### src/rtl/noc_flit_packetizer_pkg.sv
// Shared NoC definitions: flit-type codes, header field positions and packetizer state encoding.
// The router uses the same flit-type codes and header field positions.
package noc_flit_packetizer_pkg;

    localparam int unsigned FLIT_TYPE_WIDTH = 2;
    localparam int unsigned PKT_COUNT_WIDTH = 16;
    localparam int unsigned HDR_LEN_LSB     = 20;

    typedef enum logic [FLIT_TYPE_WIDTH-1:0] {
        FLIT_BODY     = 2'b00,
        FLIT_HEAD     = 2'b01,
        FLIT_TAIL     = 2'b10,
        FLIT_HEADTAIL = 2'b11
    } flit_type_e;

    typedef enum logic {
        ST_IDLE = 1'b0,
        ST_BODY = 1'b1
    } pkt_state_e;

    // A flit that closes a packet.
    function automatic logic is_last_flit(input flit_type_e t);
        return (t == FLIT_TAIL) || (t == FLIT_HEADTAIL);
    endfunction

endpackage

### src/rtl/noc_flit_packetizer.sv
// Turns a stream of FIFO words (header + len payload words) into typed NoC flits
// through a single output register stage with ready/valid back-pressure.
module noc_flit_packetizer
    import noc_flit_packetizer_pkg::*;
#(
    parameter int unsigned DATA_WIDTH = 32,
    parameter int unsigned LEN_WIDTH  = 4
) (
    input  logic                               clk,
    input  logic                               reset,
    output logic                               fifo_rd_en,
    input  logic [DATA_WIDTH-1:0]              fifo_rd_data,
    input  logic                               fifo_rd_empty,
    output logic                               flit_valid,
    output logic [DATA_WIDTH+FLIT_TYPE_WIDTH-1:0] flit_data,
    input  logic                               flit_ready,
    output logic                               busy,
    output logic [PKT_COUNT_WIDTH-1:0]         pkt_count
);

    localparam int unsigned FLIT_WIDTH = DATA_WIDTH + FLIT_TYPE_WIDTH;

    pkt_state_e            state_q, state_d;
    logic [LEN_WIDTH-1:0]  rem_q, rem_d;
    logic [LEN_WIDTH-1:0]  hdr_len;
    flit_type_e            ftype_d;
    flit_type_e            out_type;
    logic                  load_c;
    logic                  deliver_c;
    logic                  flit_valid_d;
    logic [FLIT_WIDTH-1:0] flit_data_d;

    assign hdr_len  = fifo_rd_data[HDR_LEN_LSB +: LEN_WIDTH];
    assign out_type = flit_type_e'(flit_data[FLIT_WIDTH-1 -: FLIT_TYPE_WIDTH]);

    // Next-state, pop strobe and next flit register contents.
    always_comb begin
        state_d      = state_q;
        rem_d        = rem_q;
        ftype_d      = FLIT_BODY;
        flit_valid_d = flit_valid;
        flit_data_d  = flit_data;
        load_c       = !flit_valid || flit_ready;
        fifo_rd_en   = load_c && !fifo_rd_empty && !reset;
        deliver_c    = flit_valid && flit_ready && is_last_flit(out_type);

        if (fifo_rd_en) begin
            case (state_q)
                ST_IDLE: begin
                    if (hdr_len == '0) begin
                        ftype_d = FLIT_HEADTAIL;
                    end else begin
                        ftype_d = FLIT_HEAD;
                        rem_d   = hdr_len;
                        state_d = ST_BODY;
                    end
                end
                ST_BODY: begin
                    rem_d = rem_q - LEN_WIDTH'(1);
                    if (rem_q == LEN_WIDTH'(1)) begin
                        ftype_d = FLIT_TAIL;
                        state_d = ST_IDLE;
                    end else begin
                        ftype_d = FLIT_BODY;
                    end
                end
                default: state_d = ST_IDLE;
            endcase
            flit_valid_d = 1'b1;
            flit_data_d  = {ftype_d, fifo_rd_data};
        end else if (flit_ready) begin
            flit_valid_d = 1'b0;
        end
    end

    // State, output register stage and delivered-packet counter.
    always_ff @(posedge clk) begin
        if (reset) begin
            state_q    <= ST_IDLE;
            rem_q      <= '0;
            flit_valid <= 1'b0;
            flit_data  <= '0;
            busy       <= 1'b0;
            pkt_count  <= '0;
        end else begin
            state_q    <= state_d;
            rem_q      <= rem_d;
            flit_valid <= flit_valid_d;
            flit_data  <= flit_data_d;
            busy       <= (state_d == ST_BODY) || flit_valid_d;
            if (deliver_c) begin
                pkt_count <= pkt_count + PKT_COUNT_WIDTH'(1);
            end
        end
    end

endmodule

### config.mk
export PLATFORM = sky130hd
export DESIGN_NAME = noc_flit_packetizer
export DESIGN_NICKNAME = d
export VERILOG_FILES = /design/src/rtl/noc_flit_packetizer_pkg.sv /design/src/rtl/noc_flit_packetizer.sv
export SDC_FILE = /design/constraint.sdc
export NUM_CORES = 1
export LEC_CHECK = 0
export CAP_MARGIN = 25
export CELL_PAD_IN_SITES_DETAIL_PLACEMENT = 2
export CELL_PAD_IN_SITES_GLOBAL_PLACEMENT = 2
export CORE_MARGIN = 2
export CORE_UTILIZATION = 24
export DETAILED_ROUTE_END_ITERATION = 7
export PLACE_DENSITY_LB_ADDON = 0.1
export SLEW_MARGIN = 20
export SYNTH_ARGS = -nofsm -noshare
export SYNTH_HDL_FRONTEND = slang
export SYNTH_SLANG_ARGS = --single-unit
### constraint.sdc
create_clock -name clk -period 2.06 [get_ports clk]
set_input_delay 0.412 -clock clk [delete_from_list [all_inputs] [get_ports clk]]
set_output_delay 0.412 -clock clk [all_outputs]
set_load 0.1 [all_outputs]
==> summary.txt <==
Outcome
  • Outcome: finished clean

Floorplanning
  • FP Rows: 35
  • Die width: between 100 and 150 um
  • Placeable Area: 0.00924 sq mm
  • Chip height: 102 um
  • Initial cell density of the core: approximately 25%
  • Die area: 0.0103 sq mm
  • IO Pins: between 80 and 90

Drt
  • Vias: 2279
  • Antenna-violating nets left: 0
  • DRC viols: 0
  • Post-DR vias/cell: roughly 4.5
  • Pre-antenna DRT Iters: 4
  • Total wire length: approximately 7.3 mm
  • DR WL/cell: about 14 um
  • Detailed Route Iter0 Violations: 31

Critical path
  • FF-to-FF path depth: 4
  • Critical path peak fanout: 5
  • R2r setup slk: about 0.54 ns
  • CP required: 1.65 ns
  • CP endpoint kind: output port
  • WP data arrival: roughly 1.6 ns
  • CP Launch Point: flit_ready
  • Worst Setup Start Kind: primary input
  • Worst Setup Path Type: primary input to output port
  • Worst r2r src: state_q
  • Slowest cell on crit path: clkdlybuf4s50_1
  • CP peak stage delay: between 0.5 and 0.6 ns
  • Critical-path cell list: clkdlybuf4s50_1 > nand2b_2 > nand2b_4 > nor2_4 > buf_12
  • RR Endpoint: state_q

CTS
  • Sink Count: 57
  • Clock Pin Slew Worst Setup and Hold Paths: ~0.07 ns
  • Worst-Skew Late Latency: roughly 0.33 ns
  • H-tree depth: 3
  • Max Root-Sink Buffers: 2
  • CTS tree: yes
  • CTS Root Cell: clkbuf_8
  • Inserted Clock Buffers: 9
  • Post-CTS Hold Fix Bufs: 0
  • Post-CTS Setup Bufs: 0

Final layout
  • Fin util: 37.6%
  • Fill count: approximately 1100
  • Nets: a little over 400
  • Design area: roughly 0.0035 sq mm
  • Finished Layout Cells: 506
  • Area grow syn2layout: 51.6%
  • Footprint of the multi-input gates: 0.00107 sq mm
  • Layout cell share with drive strength beyond 1: around 28%
  • Register Area: 0.00115 sq mm
  • Ant diodes: 0

Synth
  • Top-count cell post-synth: nand2_1
  • Syn_nets: 315
  • Register area share after synthesis: around 50%
  • Syn_area_per_cell: around 8.3 sq um
  • Synthesis-stage register bit count: between 50 and 60
  • Top post-synthesis cells by area: dfxtp_1 (50%), nand2_1 (11%), a21oi_1 (8.1%)
  • Synth Cell Area: around 0.0023 sq mm
  • Netlist cell types: 41
  • Mapped Cells: ~280
  • Count of flip-flops with a built-in enable after synthesis: 0
  • Post-synth top area cell: dfxtp_1
  • FFs w/ async S/R, synth: 0%
  • Synth warnings: 0
  • Synth top area share: around 50%
  • Post-synth top flop: dfxtp_1
  • Synth top cells by count: nand2_1 (70), dfxtp_1 (57), a21oi_1 (37)

STA
  • Final setup skew: 0.00821 ns
  • Setup TNS: 0 ns
  • Final setup violation count: 0
  • Final period util: a little over nine tenths
  • WHS: ~0.46 ns
  • Final Hold Fails: 0
  • RSZ-0062 raised after global routing: false
  • Fmax: between 500 and 600 MHz
  • Setup ws final: around 0.084 ns
  • Tmin final: 1.98 ns
  • Final Max Slew Viols: 0
  • Slew @ Worst Pin: around 0.44 ns
  • Relative slew margins: a little over two thirds

Placement
  • Placed Area: 0.00326 sq mm
  • Placed Instances: 490
  • Final Wtd Congestion: 0.788
  • Post-Place Worst Slack: -0.0131 ns
  • Port-buffer cells: 88
  • HPWL after DPL: around 5.5 mm

Global routing
  • Gr ovfl total: 0
  • First-pass GRT wire length: ~12 mm
  • Vias in the first global route: ~2400
  • Pin count of the biggest net entering global routing: 27
  • Initial antenna violation count: 0
  • GRT Total Usage: 14.6%

Pwr
  • Peak supply drop: about 0.31 mV
  • Cell Pwr Density: approximately 830 mW/mm^2
  • Total Power: 2.88 mW
  • Leak pwr: between 1 and 1.5 nW

Flow run
  • Max Cap Violations: 0

Worst hold path
  • HP Class: flip-flop to flip-flop
  • Hold Crit Endpoint: flit_data[21]
  • HP Start: flit_data[21]
  • Hold Crit Depth: 2
## how the worst max path moves through the flow
stage | cells after the start | endpoint
after global routing | 5 | fifo_rd_en
after CTS | 5 | fifo_rd_en
final | 5 | fifo_rd_en
after global placement | 5 | fifo_rd_en
after detailed placement | 6 | flit_data[12]
after floorplan | 4 | pkt_count[15]
## metal layers
metal / track usage [%] / part of all wire, %
met1: 18.5 / 46
met2: 24.0 / 48
met3: 4.35 / 5.0
met4: 4.68 / 1.1
met5: 0 / 0
## final cells by class
| type | count | area share (%) |
|---|---|---|
| Tap cell | 129 | 4.65 |
| Inverter | 7 | 0.757 |
| Timing Repair Buffer | 101 | 24.9 |
| Clock inverter | 5 | 1.59 |
| Sequential cell | 57 | 33.3 |
| Multi-Input combinational cell | 196 | 30.7 |
| Clock buffer | 11 | 4.07 |
## power breakdown
part	switching, mW	internal, mW	total, mW
registers	0.0363	1.15	1.19
clock network	0.464	0.588	1.05
logic	0.455	0.181	0.636
total	0.955	1.92	2.88
## what timing repair did
action                     in CTS  in global routing
pin swaps                       0                  0
resized for setup               1                  1
setup endpoints to repair       1                  1
cloned                          0                  0
## kinds of logic (layout without fill, tap and decap cells)
family / after synthesis / after routing / share of synthesized area, %
compound gates: 55 / 55 / 14.0
xor+xnor: 10 / 10 / 3.82
fa+ha+maj: 3 / 3 / 1.64
buf+inv: 23 / 124 / 4.48
flops: 57 / 57 / 49.8
mux: 5 / 5 / 2.24
simple gates: 123 / 123 / 23.9
## layout by cell type, fill, tap and decap left out, drive strengths merged, types with 2 or more instances in the layout
cell type	synthesis	layout
a211oi	2	2
a21oi	37	37
a31o	3	3
a31oi	3	3
and3	3	3
and4	2	2
buf	8	67
clkbuf	8	11
clkdlybuf4s50	0	34
clkinv	0	2
clkinvlp	0	2
dfxtp	57	57
ha	3	3
inv	7	7
mux2i	4	4
nand2	70	70
nand2b	2	2
nand3	4	4
nand4	7	7
nor2	21	21
nor2b	2	2
nor3	5	5
nor4	2	2
o211ai	2	2
o21ai	2	2
o31ai	2	2
xnor2	6	6
xor2	4	4
## registers in the layout, summed over array words and instances, names as in the netlist
name,cells
busy,1
flit_data,34
flit_valid,1
pkt_count,16
rem_q,4
state_q,1
## worst max-delay path: cells and delay by family
family                 cells  cell delay, ns
buffers and inverters      2            0.75
and+or+nand+nor            3            0.40
(Power assumes the default switching activity.)
